## config.mk

```make
export PLATFORM = sky130hd
export DESIGN_NAME = mem_test_monitor
export DESIGN_NICKNAME = d
export VERILOG_FILES = /design/src/rtl/mem_mon_pkg.sv /design/src/rtl/mem_tag_scoreboard.sv /design/src/rtl/mem_test_monitor.sv
export SDC_FILE = /design/constraint.sdc
export NUM_CORES = 1
export LEC_CHECK = 0
export ABC_AREA = 1
export BUFFER_PORTS_ARGS = -buffer_cell sky130_fd_sc_hd__buf_2
export CAP_MARGIN = 20
export CORE_MARGIN = 2
export CORE_UTILIZATION = 50
export DETAILED_ROUTE_END_ITERATION = 7
export PLACE_DENSITY = 0.72
export SYNTH_ARGS = -nofsm -noshare
export SYNTH_HDL_FRONTEND = slang
export SYNTH_HIERARCHICAL = 1
export SYNTH_SLANG_ARGS = --single-unit
```

## constraint.sdc

```tcl
create_clock -name clk -period 8.79 [get_ports clk]
set_input_delay 0.879 -clock clk [delete_from_list [all_inputs] [get_ports clk]]
set_output_delay 0.879 -clock clk [all_outputs]
set_load 0.02 [all_outputs]
```

## src/rtl/mem_mon_pkg.sv

```systemverilog
// -----------------------------------------------------------------------------
// mem_mon_pkg
//   Shared definitions for the memory run monitor: verdict reason encodings,
//   the run FSM state type and a helper that sizes the per-tag age counters.
// -----------------------------------------------------------------------------
package mem_mon_pkg;

   localparam int REASON_W = 3;

   typedef enum logic [REASON_W-1:0] {
      RSN_NONE    = 3'd0,
      RSN_EXIT    = 3'd1,
      RSN_TIMEOUT = 3'd2,
      RSN_DUP     = 3'd3,
      RSN_STRAY   = 3'd4,
      RSN_LAT     = 3'd5
   } reason_t;

   // IDLE is only occupied while reset is held and for the first edge after
   // release; the monitor starts counting on entry to RUN.
   typedef enum logic [1:0] {
      ST_IDLE,
      ST_RUN,
      ST_PASS,
      ST_FAIL
   } state_t;

   // Width needed to hold ages 0..lat_limit; one bit minimum so the age
   // storage stays legal when the watchdog is disabled (lat_limit = 0).
   function automatic int age_width(input int lat_limit);
      return (lat_limit > 0) ? $clog2(lat_limit + 1) : 1;
   endfunction

endpackage

```

## src/rtl/mem_tag_scoreboard.sv

```systemverilog
// -----------------------------------------------------------------------------
// mem_tag_scoreboard
//   Tracks outstanding read tags for one memory channel: one valid bit and
//   one saturating age counter per tag value. Flags duplicate reads, stray
//   responses and tags that have been outstanding for LAT_LIMIT cycles.
//
// Ports
//   clk        in   clock
//   reset_n    in   asynchronous active-low reset
//   en         in   update enable (monitor is in RUN); state frozen otherwise
//   req_rd     in   read request accepted this cycle
//   req_tag    in   tag of the read request
//   resp_valid in   response accepted this cycle
//   resp_tag   in   tag of the response
//   dup_err    out  read request for a tag that stays outstanding
//   stray_err  out  response for a tag that is not outstanding
//   lat_err    out  some outstanding tag reaches LAT_LIMIT at this edge
//   resp_ok    out  response matched an outstanding tag (completed read)
// -----------------------------------------------------------------------------
module mem_tag_scoreboard
   import mem_mon_pkg::*;
#(
   parameter int TAG_BITS  = 5,
   parameter int LAT_LIMIT = 1024
) (
   input  logic                clk,
   input  logic                reset_n,
   input  logic                en,
   input  logic                req_rd,
   input  logic [TAG_BITS-1:0] req_tag,
   input  logic                resp_valid,
   input  logic [TAG_BITS-1:0] resp_tag,
   output logic                dup_err,
   output logic                stray_err,
   output logic                lat_err,
   output logic                resp_ok
);

   localparam int DEPTH = 1 << TAG_BITS;
   localparam int AGE_W = age_width(LAT_LIMIT);
   localparam logic [AGE_W-1:0] AGE_SAT  = AGE_W'(LAT_LIMIT);
   // The error is raised in the cycle whose edge carries the age to
   // LAT_LIMIT, so the verdict lands exactly LAT_LIMIT cycles after the request.
   localparam logic [AGE_W-1:0] AGE_LAST = AGE_W'((LAT_LIMIT > 0) ? LAT_LIMIT - 1 : 0);

   logic [DEPTH-1:0] valid_q;
   logic [AGE_W-1:0] age_q [DEPTH];
   logic             same_tag;

   always_comb begin
      // NOTE: every combinational output gets a default first so no path
      // leaves it unassigned and a latch cannot be inferred.
      resp_ok   = resp_valid &&  valid_q[resp_tag];
      stray_err = resp_valid && !valid_q[resp_tag];
      // A response retiring the same tag in this cycle frees it for the request.
      same_tag  = resp_ok && (resp_tag == req_tag);
      dup_err   = req_rd && valid_q[req_tag] && !same_tag;
      lat_err   = 1'b0;
      if (LAT_LIMIT != 0) begin
         for (int i = 0; i < DEPTH; i++) begin
            if (valid_q[i] && (age_q[i] == AGE_LAST)) lat_err = 1'b1;
         end
      end
   end

   always_ff @(posedge clk or negedge reset_n) begin
      if (!reset_n) begin
         // NOTE: the tag storage is reset because the valid bits define the
         // protocol check itself; a stale bit after reset is a false verdict.
         valid_q <= '0;
         for (int i = 0; i < DEPTH; i++) age_q[i] <= '0;
      end else if (en) begin
         // NOTE: non-blocking assignments so every entry updates from the
         // same pre-edge state regardless of loop order.
         for (int i = 0; i < DEPTH; i++) begin
            // Request wins over response: the response retires the old
            // entry and the request immediately re-arms it with a fresh age.
            if (req_rd && (req_tag == TAG_BITS'(i))) begin
               valid_q[i] <= 1'b1;
               age_q[i]   <= '0;
            end else if (resp_ok && (resp_tag == TAG_BITS'(i))) begin
               valid_q[i] <= 1'b0;
            end else if (valid_q[i] && (age_q[i] != AGE_SAT)) begin
               age_q[i]   <= age_q[i] + 1'b1;
            end
         end
      end
   end

endmodule

```

## src/rtl/mem_test_monitor.sv

```systemverilog
// -----------------------------------------------------------------------------
// mem_test_monitor
//   Run monitor for core bring-up. Watches NUM_CH memory req/resp channels
//   through per-channel tag scoreboards, decodes the tohost exit code,
//   enforces a global cycle budget and reports a sticky verdict plus
//   per-channel traffic counters.
//
// Ports
//   clk         in   clock
//   reset_n     in   asynchronous active-low reset
//   max_cycles  in   global cycle budget, 0 = unlimited
//   csr         in   tohost exit code (1 = pass, >1 = fail)
//   req_fire    in   per-channel request handshake
//   req_rw      in   per-channel request direction, 1 = write
//   req_tag     in   packed request tags, channel c at [c*TAG_BITS +: TAG_BITS]
//   resp_valid  in   per-channel response valid
//   resp_tag    in   packed response tags
//   done        out  verdict reached (sticky)
//   pass        out  verdict is pass
//   reason      out  fail reason (see mem_mon_pkg::reason_t)
//   fail_ch     out  channel of a protocol/latency fail, else 0
//   exit_code   out  csr captured with the verdict
//   cycle_cnt   out  cycles spent in RUN, verdict cycle included
//   rd_cnt      out  packed per-channel completed read counts
//   wr_cnt      out  packed per-channel write request counts
// -----------------------------------------------------------------------------
module mem_test_monitor
   import mem_mon_pkg::*;
#(
   parameter int NUM_CH    = 1,
   parameter int TAG_BITS  = 5,
   parameter int CNT_BITS  = 32,
   parameter int LAT_LIMIT = 1024
) (
   input  logic                         clk,
   input  logic                         reset_n,
   input  logic [CNT_BITS-1:0]          max_cycles,
   input  logic [31:0]                  csr,
   input  logic [NUM_CH-1:0]            req_fire,
   input  logic [NUM_CH-1:0]            req_rw,
   input  logic [NUM_CH*TAG_BITS-1:0]   req_tag,
   input  logic [NUM_CH-1:0]            resp_valid,
   input  logic [NUM_CH*TAG_BITS-1:0]   resp_tag,
   output logic                         done,
   output logic                         pass,
   output logic [REASON_W-1:0]          reason,
   output logic [$clog2(NUM_CH):0]      fail_ch,
   output logic [31:0]                  exit_code,
   output logic [CNT_BITS-1:0]          cycle_cnt,
   output logic [NUM_CH*CNT_BITS-1:0]   rd_cnt,
   output logic [NUM_CH*CNT_BITS-1:0]   wr_cnt
);

   localparam int FCH_W = $clog2(NUM_CH) + 1;

   state_t              state_q, state_d;
   reason_t             reason_q, reason_d;
   logic [FCH_W-1:0]    fail_ch_q, fail_ch_d;
   logic [31:0]         exit_code_q;
   logic [CNT_BITS-1:0] cycle_q, cycle_inc;
   logic [CNT_BITS-1:0] rd_q [NUM_CH];
   logic [CNT_BITS-1:0] wr_q [NUM_CH];
   logic [NUM_CH-1:0]   dup_err, stray_err, lat_err, resp_ok;
   logic                run;

   assign run = (state_q == ST_RUN);

   // ---------------------------------------------------------------------
   // Per-channel scoreboards
   // ---------------------------------------------------------------------
   for (genvar c = 0; c < NUM_CH; c++) begin : g_ch
      mem_tag_scoreboard #(
         .TAG_BITS  (TAG_BITS),
         .LAT_LIMIT (LAT_LIMIT)
      ) u_sb (
         .clk        (clk),
         .reset_n    (reset_n),
         .en         (run),
         .req_rd     (req_fire[c] & ~req_rw[c]),
         .req_tag    (req_tag[c*TAG_BITS +: TAG_BITS]),
         .resp_valid (resp_valid[c]),
         .resp_tag   (resp_tag[c*TAG_BITS +: TAG_BITS]),
         .dup_err    (dup_err[c]),
         .stray_err  (stray_err[c]),
         .lat_err    (lat_err[c]),
         .resp_ok    (resp_ok[c])
      );

      assign rd_cnt[c*CNT_BITS +: CNT_BITS] = rd_q[c];
      assign wr_cnt[c*CNT_BITS +: CNT_BITS] = wr_q[c];
   end

   // ---------------------------------------------------------------------
   // Fail priority and next state
   // ---------------------------------------------------------------------
   always_comb begin
      state_d   = state_q;
      reason_d  = RSN_NONE;
      fail_ch_d = '0;
      // The budget counts the cycle being evaluated, so a budget of N ends
      // the run with cycle_cnt == N.
      cycle_inc = cycle_q + 1'b1;

      // Checks are applied lowest priority first so each later one overrides.
      // Channel loops run high to low so the lowest index wins.
      if ((max_cycles != '0) && (cycle_inc == max_cycles)) reason_d = RSN_TIMEOUT;
      if (csr > 32'd1) reason_d = RSN_EXIT;
      for (int c = NUM_CH - 1; c >= 0; c--) begin
         if (stray_err[c]) begin
            reason_d  = RSN_STRAY;
            fail_ch_d = FCH_W'(c);
         end
      end
      for (int c = NUM_CH - 1; c >= 0; c--) begin
         if (dup_err[c]) begin
            reason_d  = RSN_DUP;
            fail_ch_d = FCH_W'(c);
         end
      end
      for (int c = NUM_CH - 1; c >= 0; c--) begin
         if (lat_err[c]) begin
            reason_d  = RSN_LAT;
            fail_ch_d = FCH_W'(c);
         end
      end

      case (state_q)
         ST_IDLE: state_d = ST_RUN;
         ST_RUN: begin
            if (reason_d != RSN_NONE) state_d = ST_FAIL;
            else if (csr == 32'd1)    state_d = ST_PASS;
         end
         default: state_d = state_q; // PASS and FAIL hold until reset
      endcase
   end

   // ---------------------------------------------------------------------
   // State, verdict capture and counters
   // ---------------------------------------------------------------------
   always_ff @(posedge clk or negedge reset_n) begin
      if (!reset_n) begin
         state_q     <= ST_IDLE;
         reason_q    <= RSN_NONE;
         fail_ch_q   <= '0;
         exit_code_q <= '0;
         cycle_q     <= '0;
         for (int c = 0; c < NUM_CH; c++) begin
            rd_q[c] <= '0;
            wr_q[c] <= '0;
         end
      end else begin
         state_q <= state_d;
         if (run) begin
            cycle_q <= cycle_inc;
            for (int c = 0; c < NUM_CH; c++) begin
               if (resp_ok[c])              rd_q[c] <= rd_q[c] + 1'b1;
               if (req_fire[c] && req_rw[c]) wr_q[c] <= wr_q[c] + 1'b1;
            end
            // On a pass reason_d is NONE and fail_ch_d is 0 by construction.
            if (state_d != ST_RUN) begin
               reason_q    <= reason_d;
               fail_ch_q   <= fail_ch_d;
               exit_code_q <= csr;
            end
         end
      end
   end

   assign done      = (state_q == ST_PASS) || (state_q == ST_FAIL);
   assign pass      = (state_q == ST_PASS);
   assign reason    = reason_q;
   assign fail_ch   = fail_ch_q;
   assign exit_code = exit_code_q;
   assign cycle_cnt = cycle_q;

endmodule

```

== Yosys cells after proc, flatten, opt, wreduce, memory -nomap -nowiden ==
Index checks and enable logic that the tools add are counted.

* Register bits after elaboration: 517
* Input port bits: 79
* Output and inout bits: 134
* Word-level logic and storage cells: 753

* Add/subtract/negate cells: 35
* Magnitude comparators: 3
* Equality and inequality tests: 165
* Mux-type cells: 204
* Bitwise logic cells: 2
* Reductions and logical operators: 274

{| class="wikitable"
|+ Operators by type and width
! cell !! count
|-
| $mux W11 || 96
|-
| $add A11 B1 Y11 const B || 32
|-
| $eq A11 B10 Y1 const B || 32
|-
| $ne A11 B11 Y1 const B || 32
|-
| $eq A5 B5 Y1 const B || 32
|-
| $logic_and A1 B1 Y1 || 135
|-
| $reduce_bool A2 Y1 || 64
|-
| $mux W1 || 98
|-
| $add A32 B1 Y32 const B || 3
|-
| $reduce_and A3 Y1 || 32
|-
| $eq A5 B4 Y1 const B || 16
|-
| $reduce_and A2 Y1 || 35
|-
| $ne A2 B1 Y1 const B || 33
|-
| $eq A5 B3 Y1 const B || 8
|-
| $eq A32 B1 Y1 const B || 1
|-
| $eq A32 B32 Y1 || 1
|-
| $gt A32 B1 Y1 const B || 1
|-
| $reduce_bool A32 Y1 || 1
|-
| $eq A5 B2 Y1 const B || 4
|-
| $lt A5 B6 Y1 const B || 2
|-
| $bmux W1 S5 || 2
|-
| $eq A5 B1 Y1 const B || 2
|-
| $logic_not A5 Y1 || 2
|-
| $mux W3 || 3
|-
| 11 further kinds || 16
|}

== Logic depth before layout (Yosys ltp) ==
* Depth in word-level cells: 40
* Mapped depth: 30
* Gate-level depth less buffers: 26

== By module ==
Netlist, hierarchy kept.

{| class="wikitable"
|+ By module, submodules not included
! module !! times used !! cells each !! area an instance (µm²) !! sequential area each (µm²)
|-
| mem_tag_scoreboard || 1 || 3,626 || 25,538.2 || 9,609.2
|-
| mem_test_monitor || 1 || 1,046 || 7,716.2 || 3,328.2
|}

== Worst setup path after synthesis ==
Ideal clock, no wire load.

* Kind: input to register
* From: input port resp_tag[0]
* To: register rd_q, in the netlist rd_cnt[29]
* Setup time: 80 ps
* Arrival: 3,457 ps
* Required time: 8,710 ps
* Setup slack: 5,253 ps
* Cell stages on the path: 24
* Path buffers: 3
* Path through: buf_6 inv_4 buf_6 nand2_1 nand2_1 nand2_1 nand2_1 nand2_1 nand3_1 nor2_1 nor2_2 buf_4 inv_1 nor2_1 nand2_2 nor2_1 nand2_1 nor3_2 nand3_1 nand3b_1 nor2_2 nand4_1 nor3_1 xor2_1

* Word-level cells in the longest chain between the ends: 4

{| class="wikitable"
|+ RTL lines
! item !! line !! RTL
|-
| from (decl) || mem_test_monitor.sv:43 || <nowiki>input logic [NUM_CH*TAG_BITS-1:0] resp_tag,</nowiki>
|-
| $bmux W1 S5 || mem_tag_scoreboard.sv:53 || <nowiki>resp_ok = resp_valid && valid_q[resp_tag];</nowiki>
|-
| $mux W1 (implied by the code) || mem_tag_scoreboard.sv:53 ||
|-
| $logic_and A1 B1 Y1 || mem_tag_scoreboard.sv:53 ||
|-
| via resp_ok || mem_test_monitor.sv:63 || <nowiki>logic [NUM_CH-1:0] dup_err, stray_err, lat_err, resp_ok;</nowiki>
|-
| $reduce_and A2 Y1 (no line) || - ||
|-
| to (signal, indexed assignment) || mem_test_monitor.sv:156 || <nowiki>if (resp_ok[c]) rd_q[c] <= rd_q[c] + 1'b1;</nowiki>
|-
| to (decl) || mem_test_monitor.sv:61 || <nowiki>logic [CNT_BITS-1:0] rd_q [NUM_CH];</nowiki>
|}

The timed path passes the listed nets, and every way through them passes these cells. The select of a mux whose other input is x is not followed.
A chain may end at the register's enable or synchronous reset.

== Worst setup path in the final report ==
* From: register state_q[1]
* To: register g_ch[0].u_sb/age_q[9] (netlist name)

* Word-level cells in the longest chain between the ends: 2

{| class="wikitable"
|+ RTL lines
! item !! line !! RTL
|-
| from (decl) || mem_test_monitor.sv:56 || <nowiki>state_t state_q, state_d;</nowiki>
|-
| from (signal assigned) || mem_test_monitor.sv:152 || <nowiki>state_q <= state_d;</nowiki>
|-
| $eq A2 B1 Y1 || mem_test_monitor.sv:66 || <nowiki>assign run = (state_q == ST_RUN);</nowiki>
|-
| $reduce_and A3 Y1 (no line) || - ||
|-
| to (signal, indexed assignment) || mem_tag_scoreboard.sv:84 || <nowiki>age_q[i] <= age_q[i] + 1'b1;</nowiki>
|-
| to (decl) || mem_tag_scoreboard.sv:47 || <nowiki>logic [AGE_W-1:0] age_q [DEPTH];</nowiki>
|}

Every way passes these cells.

==> summary by stage <==
Outcome
The flow ran to the end, and the final reports show no timing, DRC or antenna violations.

STA
The total negative slack for setup checks is 0 ns. The clock tree skew after final layout is 0.0364 ns. Across all hold checks on the routed design, the worst slack comes to 0.244 ns.

Setup repair after global routing left no endpoint under its margin. The final hold violation count is 0. Setup violations remaining at the end of the flow were counted as 0. The count of final max-slew check failures was 0. The relative max-transition margin is 35.3%. For this run, the top clock speed supported by timing is 0.242 GHz.

For the pin with the worst max-slew slack, the measured transition is 0.967 ns. The clock period minus worst slack is 4.14 ns. In the finished design, the share of the clock period the worst path needs comes to 47.1%.

Clock network
The root buffer cell is sky130_fd_sc_hd__clkbuf_16. The number of buffers inserted by hold repair at cts is 0. Counting every sink on the clock net gives 517. The TritonCTS clock tree is built. The post-CTS repair timing setup buffer count is 0. The clock latency on the worst-skew pair is 0.65 ns. The number of gates resized after cts is 0. In this run the number of H-tree levels came out at 2.

Clock tree synthesis inserted a total of 58 buffers. After clock tree synthesis, the clock-pin slew on the worst setup and hold paths is 0.06 ns. No sink is reached through more buffers than the 3 on the longest clock path.

Worst setup path
The family with the most delay on the worst path is buffers and inverters. The worst setup path is launched from a flop. The critical path in this run is classified as flop to flop. The arrival time at the worst endpoint is 4.71 ns. The maximum fanout along the worst path is 63. The standard cell with the maximum stage delay on the critical path is sky130_fd_sc_hd__a311oi_1. STA classifies the critical path endpoint as a flop. The number of buffer and inverter instances along the worst setup path is 4. The data required time at the worst endpoint is 9.36 ns. The highest cell delay on the worst timing path is 0.77 ns.

Walking the worst path, the cells encountered are inv_2 > nand2_4 > inv_4 > inv_2 > buf_4 > a311oi_1 > nand2_1 > nand2_1 > nand2_1 > nand2_1. The cell with the most instances on the worst path is sky130_fd_sc_hd__nand2_1.

Synth
The number of enable-type register cells in the synthesized netlist is 0. The number of nets produced by synthesis is 4819. Sequential cells were found to cover 38.9% of the synthesized design area. The main combinational cell family by area after synthesis is simple AND/OR/NAND/NOR gates.

Of the total synthesized cell area, the portion taken by AND, OR, NAND and NOR gates is 38.9%. The synthesized flop and latch total is 517. The synthesized netlist cell count is 4672.

The mux contribution to synthesized area is 0.0339%. Summing the areas of all xor and xnor instances in the mapped netlist gives 7.03% of the synthesized area. The fraction of registers with async set/reset is 100%. The top flip-flop cell by instance count after synthesis is sky130_fd_sc_hd__dfrtp_1. After synthesis the cells add up to 33300 µm². Of the total synthesized cell area, the portion taken by full adders, half adders and majority gates is 2.56%. The yosys synthesis warning count is 6.

The synthesized area per cell is 7.12 µm². The count of distinct cell types in the synthesized netlist is 54. The synthesized netlist devotes 4.53% of its cell area to compound gates.

Finish
After routing the design area is 36800 µm². The area growth from synthesis to layout is 10.8%. Counting the fill cells in the layout gives 6206. In the final layout, the share of cells above drive strength 1 is 8.11%. In the final design database the tool counted 4977 nets.

Power
The fraction of power spent switching nets is 22.4%. Cell internal power was estimated by the tool at 3.94 mW. The combinational cell fraction of total power is 3.0%. The power density normalized to cell area is 138 nW/µm². In this run the static leakage power is 18.4 nW.

The peak supply drop is 0.143 mV. Per report_power, the clock group accounts for 50.1% of the total. Per report_power, the sequential group accounts for 46.9% of the total. The switching component of the power is 1.14 mW.

Routing
The final layout contains routed wiring with a total length of 88900 µm. Once detail routing completed, the nets flagged for antenna violations numbered 0. The final routed DRC violation total is 0. The routed via count divided by cell count is 5.49. The per-cell routed wire length is 15.5 µm. Summing over every cut layer, the via total after detailed routing is 31500. The DRC violation total after the first TritonRoute iteration is 2998. The detailed-routing iteration count for the pre-antenna-repair pass is 6.

GRT
The initial antenna violation count is 14. For this run the aggregate overflow at the end of global routing stands at 0. The number of global-route vias before repair is 29100. The first-pass GRT wire length is 146000 µm. Entering global routing, the biggest net connects 130 pins.

For this run, the total global-route usage over all layers was measured as 25.6%.

Min path
The class of the most critical hold timing path is input pin to asynchronous set/reset pin.

Place
The weighted congestion at the end of routability-driven global placement is 0.942. During placement, the flow inserted port buffers numbering 211. The area of placed instances is 34800 µm². The detailed placer's ending HPWL is 64000 µm.

Floorplan
The floorplan die area is 68600 µm². From left edge to right edge, the die measures 262 µm. The die outline height is 262 µm.

The floorplan core area is 65700 µm². The number of rows created at floorplan is 94. The initial utilization of the core area, before any placement, comes to 50.6%. The top-level I/O count is 213.

Job
The number of max-cap violations is 0.
==> synthesized netlist by cell type, types with 19 or more instances <==
cell type	instances	area share (%)
sky130_fd_sc_hd__nand2_1	1264	14
sky130_fd_sc_hd__nand3_1	706	11
sky130_fd_sc_hd__inv_1	521	5.9
sky130_fd_sc_hd__dfrtp_1	517	39
sky130_fd_sc_hd__nor2_1	441	5.0
sky130_fd_sc_hd__xor2_1	196	5.2
sky130_fd_sc_hd__o21ai_0	173	2.6
sky130_fd_sc_hd__nand4_1	164	3.1
sky130_fd_sc_hd__nor3_1	133	2.0
sky130_fd_sc_hd__clkbuf_1	70	0.79
sky130_fd_sc_hd__a21oi_1	69	1.0
sky130_fd_sc_hd__ha_1	68	2.6
sky130_fd_sc_hd__xnor2_1	63	1.7
sky130_fd_sc_hd__nor4_1	58	1.1
sky130_fd_sc_hd__nand2_2	19	0.36
sky130_fd_sc_hd__nor3b_1	19	0.43
==> sequential cells by signal, summed over array words and instances (netlist names) <==
signal             count
cycle_cnt             32
exit_code             32
g_ch.u_sb/age_q      352
g_ch.u_sb/valid_q     32
rd_cnt                32
reason                 3
state_q                2
wr_cnt                32
==> worst reg2reg max path, stage by stage (launching register included) <==
cell and delay (ns):
sky130_fd_sc_hd__dfrtp_1 0.40, sky130_fd_sc_hd__inv_2 0.09, sky130_fd_sc_hd__nand2_4 0.29, sky130_fd_sc_hd__inv_4 0.65, sky130_fd_sc_hd__inv_2 0.52, sky130_fd_sc_hd__buf_4 0.44, sky130_fd_sc_hd__a311oi_1 0.79, sky130_fd_sc_hd__nand2_1 0.48
sky130_fd_sc_hd__nand2_1 0.26, sky130_fd_sc_hd__nand2_1 0.08, sky130_fd_sc_hd__nand2_1 0.06
==> kinds of logic after synthesis <==
| group | count (synthesis) |
|---|---|
| simple gates | 2883 |
| buf+inv | 652 |
| flops | 517 |
| compound gates | 288 |
| xor+xnor | 262 |
| fa+ha+maj | 68 |
| other cells | 1 |
| mux | 1 |
==> placed cells by master, fill, tap and decap left out, types with 10 or more instances in the layout <==
master                      synthesis  layout
sky130_fd_sc_hd__ha_1              68      68
sky130_fd_sc_hd__xor2_1           196     196
sky130_fd_sc_hd__o21ai_1           12      12
sky130_fd_sc_hd__o22ai_1           16      16
sky130_fd_sc_hd__xnor2_1           63      63
sky130_fd_sc_hd__nand2_1         1264    1264
sky130_fd_sc_hd__nand3_1          706     706
sky130_fd_sc_hd__nor2_1           441     441
sky130_fd_sc_hd__nor3b_1           19      19
sky130_fd_sc_hd__clkbuf_16          0      58
sky130_fd_sc_hd__a21oi_1           69      69
sky130_fd_sc_hd__or2_2             16      16
sky130_fd_sc_hd__clkbuf_1          70      15
sky130_fd_sc_hd__dfrtp_1          517     517
sky130_fd_sc_hd__buf_2             16     210
sky130_fd_sc_hd__clkbuf_8           0      13
sky130_fd_sc_hd__nor3_1           133     133
sky130_fd_sc_hd__nand4_1          164     164
sky130_fd_sc_hd__o21ai_0          173     173
sky130_fd_sc_hd__nand3b_1          11      11
sky130_fd_sc_hd__nand2_4           12      12
sky130_fd_sc_hd__nor4_1            58      58
sky130_fd_sc_hd__nand2_2           19      19
sky130_fd_sc_hd__inv_1            521     521
sky130_fd_sc_hd__nand3_2           10      10
==> power by group through the flow <==
stage          registers, mW  logic (mW)  clock network (mW)
2_1_floorplan           2.43      0.0543                   0
3_3_place_gp            2.43       0.152                   0
3_5_place_dp            2.43       0.153                   0
4_1_cts                 2.38       0.154                2.61
5_1_grt                 2.38       0.171                2.70
6_report                2.38       0.152                2.55
==> metrics by stage <==
stage	worst slack [ns]	util (%)	total power [mW]	cells
global route	4.31	56.0	5.25	5745
global placement	4.37	53.0	2.58	5634
detailed placement	4.28	53.0	2.58	5634
floorplan	5.25	-	2.48	4672
finish	4.65	56.0	5.08	5746
CTS	4.69	56.0	5.15	5737
==> final timing paths <==
| path | depth (start not counted) | from | slack [ns] | endpoint |
|---|---|---|---|---|
| setup reg to reg | 10 | state_q[1] | 4.65 | g_ch[0].u_sb/age_q[9] |
| hold reg to reg | 1 | wr_cnt[31] | 0.47 | wr_cnt[31] |
| max in group asynchronous | 3 | reset_n | 6.62 | g_ch[0].u_sb/age_q[319] |
| setup / recovery | 10 | state_q[1] | 4.65 | g_ch[0].u_sb/age_q[9] |
| hold / removal | 1 | reset_n | 0.24 | cycle_cnt[12] |
| min in group clk | 1 | wr_cnt[31] | 0.47 | wr_cnt[31] |
==> cell type report <==
type / count / area [µm²] / share of cell area [%]
Multi-Input combinational cell: 3503 / 17700 / 47.9
Antenna cell: 9 / 22.5 / 0.0611
Sequential cell: 517 / 12900 / 35.1
Clock buffer: 86 / 1690 / 4.58
Tap cell: 864 / 1080 / 2.93
Clock inverter: 17 / 312 / 0.846
Inverter: 529 / 2000 / 5.42
Timing Repair Buffer: 221 / 1150 / 3.13
==> per-layer routing <==
layer  wire length, µm  share of wire, %  vias up  track usage (%)
met1             39400                44    14800             34.3
met3              5720               6.4      171             4.34
met4              2400               2.7       10             8.84
met5                69             0.078        -                0
met2             41300                46      881             42.0
li1                  -                 -    15600                -
(Power assumes the default switching activity.)
